$ cat src/rtl/ts_bus_pkg.sv
// Shared types and helpers for the tri-state bus output-enable sequencer.
package ts_bus_pkg;

    typedef enum logic [1:0] {
        IDLE,
        GRANT,
        GAP
    } state_e;

    localparam int unsigned HOLD_W = 8;

    // Index width for a vector of v entries; never narrower than one bit.
    function automatic int unsigned clog2(input int unsigned v);
        int unsigned r;
        r = 0;
        for (int unsigned i = 0; i < 32; i++) begin
            if ((32'd1 << i) < v) begin
                r = i + 1;
            end
        end
        return (r == 0) ? 1 : r;
    endfunction

endpackage

$ cat src/rtl/rr_pick.sv
// Combinational round-robin picker: first requester strictly after `last`, cyclic ascending.
module rr_pick #(
    parameter int unsigned N     = 4,
    parameter int unsigned IDX_W = 2
) (
    input  logic [N-1:0]     req,
    input  logic [IDX_W-1:0] last,
    output logic             valid,
    output logic [IDX_W-1:0] idx
);

    logic [2*N-1:0] dbl;
    logic [2*N-1:0] masked;

    // Doubling the request vector turns the cyclic search into a linear window last+1..last+N.
    always_comb begin
        dbl    = {req, req};
        masked = '0;
        for (int i = 0; i < 2 * int'(N); i++) begin
            masked[i] = dbl[i] && (i > int'(last)) && (i <= int'(last) + int'(N));
        end
        valid = 1'b0;
        idx   = '0;
        for (int i = 2 * int'(N) - 1; i >= 0; i--) begin
            if (masked[i]) begin
                valid = 1'b1;
                idx   = IDX_W'(i % int'(N));
            end
        end
    end

endmodule

$ cat src/rtl/ts_bus_arbiter.sv
// Round-robin output-enable sequencer keeping at most one tri-state pad driving the bus.
module ts_bus_arbiter
    import ts_bus_pkg::*;
#(
    parameter int unsigned N        = 4,
    parameter int unsigned HOLD_MAX = 8,
    parameter int unsigned TURN     = 1,
    localparam int unsigned IDX_W   = clog2(N)
) (
    input  logic             clk,
    input  logic             rst_n,
    input  logic [N-1:0]     req,
    input  logic [N-1:0]     done,
    output logic [N-1:0]     oe,
    output logic [IDX_W-1:0] gnt_id,
    output logic             busy,
    output logic             timeout
);

    state_e            state;
    logic [HOLD_W-1:0] hold_cnt;
    logic [1:0]        gap_cnt;
    logic [IDX_W-1:0]  last;
    logic              pick_valid;
    logic [IDX_W-1:0]  pick_idx;
    logic              owner_done;
    logic              owner_drop;
    logic              hold_hit;

    rr_pick #(
        .N     (N),
        .IDX_W (IDX_W)
    ) u_rr_pick (
        .req   (req),
        .last  (last),
        .valid (pick_valid),
        .idx   (pick_idx)
    );

    assign owner_done = done[gnt_id];
    assign owner_drop = !req[gnt_id];
    assign hold_hit   = (hold_cnt == HOLD_W'(HOLD_MAX));

    always_ff @(posedge clk or negedge rst_n) begin
        if (!rst_n) begin
            state    <= IDLE;
            oe       <= '0;
            busy     <= 1'b0;
            gnt_id   <= '0;
            timeout  <= 1'b0;
            hold_cnt <= '0;
            gap_cnt  <= '0;
            last     <= IDX_W'(N - 1);
        end else begin
            timeout <= 1'b0;
            case (state)
                IDLE: begin
                    if (pick_valid) begin
                        gnt_id   <= pick_idx;
                        oe       <= N'(1) << pick_idx;
                        busy     <= 1'b1;
                        hold_cnt <= HOLD_W'(1);
                        state    <= GRANT;
                    end
                end
                GRANT: begin
                    if (owner_done || owner_drop || hold_hit) begin
                        oe      <= '0;
                        busy    <= 1'b0;
                        last    <= gnt_id;
                        // Explicit release or request drop outranks the hold limit.
                        timeout <= hold_hit && !owner_done && !owner_drop;
                        if (TURN == 0) begin
                            state <= IDLE;
                        end else begin
                            state   <= GAP;
                            gap_cnt <= 2'd1;
                        end
                    end else begin
                        hold_cnt <= hold_cnt + HOLD_W'(1);
                    end
                end
                GAP: begin
                    if (gap_cnt == 2'(TURN)) begin
                        state <= IDLE;
                    end else begin
                        gap_cnt <= gap_cnt + 2'd1;
                    end
                end
                default: state <= IDLE;
            endcase
        end
    end

endmodule

$ cat config.mk
export PLATFORM = sky130hd
export DESIGN_NAME = ts_bus_arbiter
export DESIGN_NICKNAME = d
export VERILOG_FILES = /design/src/rtl/ts_bus_pkg.sv /design/src/rtl/rr_pick.sv /design/src/rtl/ts_bus_arbiter.sv
export SDC_FILE = /design/constraint.sdc
export NUM_CORES = 1
export LEC_CHECK = 0
export ABC_AREA = 1
export BUFFER_PORTS_ARGS = -buffer_cell sky130_fd_sc_hd__buf_4
export CORE_MARGIN = 2
export CORE_UTILIZATION = 30
export DETAILED_ROUTE_END_ITERATION = 10
export PLACE_DENSITY = 0.46
export SLEW_MARGIN = 20
export SYNTH_ARGS = -nofsm -noshare
export SYNTH_HDL_FRONTEND = slang
export SYNTH_HIERARCHICAL = 1
export SYNTH_SLANG_ARGS = --single-unit
$ cat constraint.sdc
create_clock -name clk -period 2 [get_ports clk]
set_input_delay 0.1 -clock clk [delete_from_list [all_inputs] [get_ports clk]]
set_output_delay 0.1 -clock clk [all_outputs]
set_load 0.02 [all_outputs]
==> key figures <==
Synthesis
  • Post-Synth XOR/XNOR Area: 0%
  • Compound-Gate Fraction of Synth Area: 3.27%
  • Largest family of logic cells by synthesized area: simple AND/OR/NAND/NOR gates
  • Mapped Avg Cell Area: 8.03 um2
  • Mux contribution to synthesized area: 0%
  • Simple-gate share of the synthesized area: 48.2%
  • Netlist cell types: 28
  • Asr flop ratio synth: 100%
  • Post-synth EDFFs: 0
  • Post-Syn Area: 1450 um2
  • #FFs+latches synth: 22
  • Most common flop cell mapped by yosys: dfrtp_1
  • Synth area leader: dfrtp_1
  • Yosys top cell area share: 34.5%
  • Synth warn: 6
  • Post-synthesis sequential area ratio: 38.1%
  • Post-Syn Instances: 181
  • Synth area leaders: dfrtp_1 34%, nand2_1 14%, nand3_2 6.2%
  • Adder-cell share of the synthesized area: 2.58%
  • Syn nets: 194

Floorplan
  • Die width: 73.6 um
  • Die ar.: 5410 um2
  • Rows: 25
  • Chip height: 73.6 um
  • CORE AREA: 4690 um2
  • Initial Util: 31.0%
  • # IOs: 18

Drt
  • Number of remaining DRC errors: 0
  • Drt pass-1 iters: 4
  • Final ANT Viol Nets: 0
  • Wire per inst: 11.7 um
  • DRC marker count from the first detailed-route iteration: 79
  • Via/cell ratio: 4.73
  • Final WL: 2980 um
  • Via count: 1201

Timing
  • Max-slew violations: 0
  • Setup Skew: 4.12 ps
  • Final period utilization: 80.7%
  • Setup TNS: 0 ps
  • Worst Tran Pin Value: 345 ps
  • Final hold vios: 0
  • RSZ-0062 raised after global routing: false
  • Slew headroom: 77.0%
  • F_max: 0.620 GHz
  • Minimum clock period: 1610 ps
  • # setup viols final: 0

Finish
  • Area growth from synthesis to final layout: 16.0%
  • Layout cells sized above 1: 31.0%
  • Nets: 214
  • # diodes: 0
  • Fillers: 513
  • Multi-input gate area: 786 um2
  • FF/Latch Area: 553 um2

Clock tree
  • CTS tree: yes
  • Clock buffer count from CTS: 3
  • CTS Root Cell: clkbuf_8
  • Clk slew on worst S/H paths: 80 ps
  • Bufs on Longest Clock Path: 2
  • H-tree Lvls: 1
  • Clk Latency, worst-skew pair: 260 ps
  • CTS Sinks: 22

Global route
  • First-pass GRT wire length: 5340 um
  • GRT overflow: 0
  • Vias in the first global route: 1198
  • Total GRT Usage: 12.7%
  • Largest net degree at the start of global routing: 23
  • Initial antenna violation count: 0

Run
  • MaxCap Viol Count: 0

Placement
  • Routability cong.: 0.843
  • HPWL Detailed: 2290 um
  • Port buffer count: 17

Power
  • Overall power: 2200 uW
  • Reg power frac: 33.3%
  • Sw frac: 47.5%
  • Int Pwr: 1160 uW
  • Max VDD drop: 0.000594 V
  • Psw: 1050 uW
  • Pwr Density: 1310 nW/um2
  • Lkg Pwr: 0.000849 uW
  • Clock network power share: 14.4%
  • Combinational Power Share: 52.3%

Critical path
  • Kind of critical path: reg2reg
  • Data required, critical path: 2150 ps
  • CP Capture Type: flop
  • CP Launch Type: flop
  • Critical Path AT: 1760 ps
  • Critical path fanouts, max: 19

Run status
  • Status: complete, no violations

Hold path
  • Worst hold path type: in2async
-- critical path, stage by stage, from the launching register on --
cell and delay [ps]:
dfstp_2 600, nand2_1 70, nand2_1 70, nand2_1 50, inv_1 70, nand2_1 90
nand3_4 260, nand2_1 150, nand2_1 80, nand2_1 50
-- timing repair --
| action | in CTS | in global routing |
|---|---|---|
| buffers inserted | 0 | 0 |
| resized for setup | 0 | 0 |
| hold endpoints to repair | 22 | 0 |
| hold buffers | 1 | 0 |
-- cell families (layout without fill, tap and decap cells) --
logic type               count (synthesis)  after routing
buffers and inverters                   26             45
flip-flops                              22             22
adder cells (fa/ha/maj)                  3              3
AO/OA/AOI/OAI                            8              8
AND/OR/NAND/NOR                        122            122
-- power by group through the flow --
stage	combinational [uW]	sequential [uW]	clock, uW
final	1150	734	318
after global routing	1320	757	353
after CTS	1180	735	338
after detailed placement	1180	742	0
after global placement	1150	735	0
after floorplan	884	775	0
-- cell usage after synthesis (2+ instances only) --
| master | n |
|---|---|
| dfrtp_1 | 20 |
| nand2_4 | 2 |
| nand3_4 | 2 |
| inv_2 | 4 |
| a21oi_1 | 2 |
| nand2_1 | 53 |
| nand3_2 | 9 |
| o21ai_1 | 3 |
| nor2_2 | 3 |
| buf_6 | 2 |
| nor3b_2 | 2 |
| nand2_2 | 11 |
| dfstp_2 | 2 |
| nor2_4 | 2 |
| inv_1 | 19 |
| nand3_1 | 17 |
| nor3_1 | 8 |
| nor2_1 | 8 |
| ha_1 | 3 |
-- path summary, 6_finish.rpt --
path	start	endpoint	slack, ps	cells after the start
max	last[1]$_DFFE_PN1P_	oe[0]$_DFFE_PN0P_	390	9
min in group clk	done[2]	timeout$_DFF_PN0_	300	6
min reg2reg	busy$_DFFE_PN0P_	busy$_DFFE_PN0P_	480	2
max in group asynchronous	rst_n	last[0]$_DFFE_PN1P_	1440	2
max reg2reg	last[1]$_DFFE_PN1P_	oe[0]$_DFFE_PN0P_	390	9
min	rst_n	hold_cnt[1]$_DFFE_PN0P_	270	2
-- cells in the final DEF, fill, tap and decap left out, types with 3 or more instances in the layout --
cell type	count
clkbuf_8	4
nor3_1	8
nand2_1	53
nand3_2	9
ha_1	3
dfrtp_1	20
nand2_2	11
nand3_1	17
nor2_1	8
inv_1	19
buf_4	17
o21ai_1	3
nor2_2	3
inv_2	4
-- area by class of cell --
class	instances	area share (%)
inverter	23	5.12
clock buffer	4	3.27
timing repair buffer	18	8.17
multi-input combinational	133	46.6
sequential	22	32.8
tap	54	4.01
-- per-layer routing --
| metal | track usage [%] | vias to the layer above | wire [um] |
|---|---|---|---|
| met5 | 0 | - | 0 |
| met4 | 3.03 | 0 | 24 |
| met3 | 3.43 | 2 | 114 |
| met2 | 22.3 | 16 | 1510 |
| met1 | 15.3 | 566 | 1330 |
| li1 | - | 617 | - |
-- stage by stage --
| stage | cell area (um2) | utilization (%) | hold slack [ps] | worst slack (ps) | cells |
|---|---|---|---|---|---|
| after floorplan | 1450 | - | -196 | 514 | 181 |
| after global placement | 1620 | 34.5 | 12.6 | 433 | 249 |
| after detailed placement | 1620 | 34.5 | 11.7 | 381 | 249 |
| after CTS | 1690 | 35.9 | 272 | 366 | 254 |
| after global routing | 1690 | 35.9 | 296 | 227 | 254 |
| final | 1690 | 35.9 | 269 | 386 | 254 |
-- registers in the layout (all words and copies together) (netlist names) --
signal,flops
busy,1
last,2
timeout,1
state,2
gnt_id,2
oe,4
gap_cnt,2
hold_cnt,8
No activity file was read; power rests on OpenSTA's default activity.
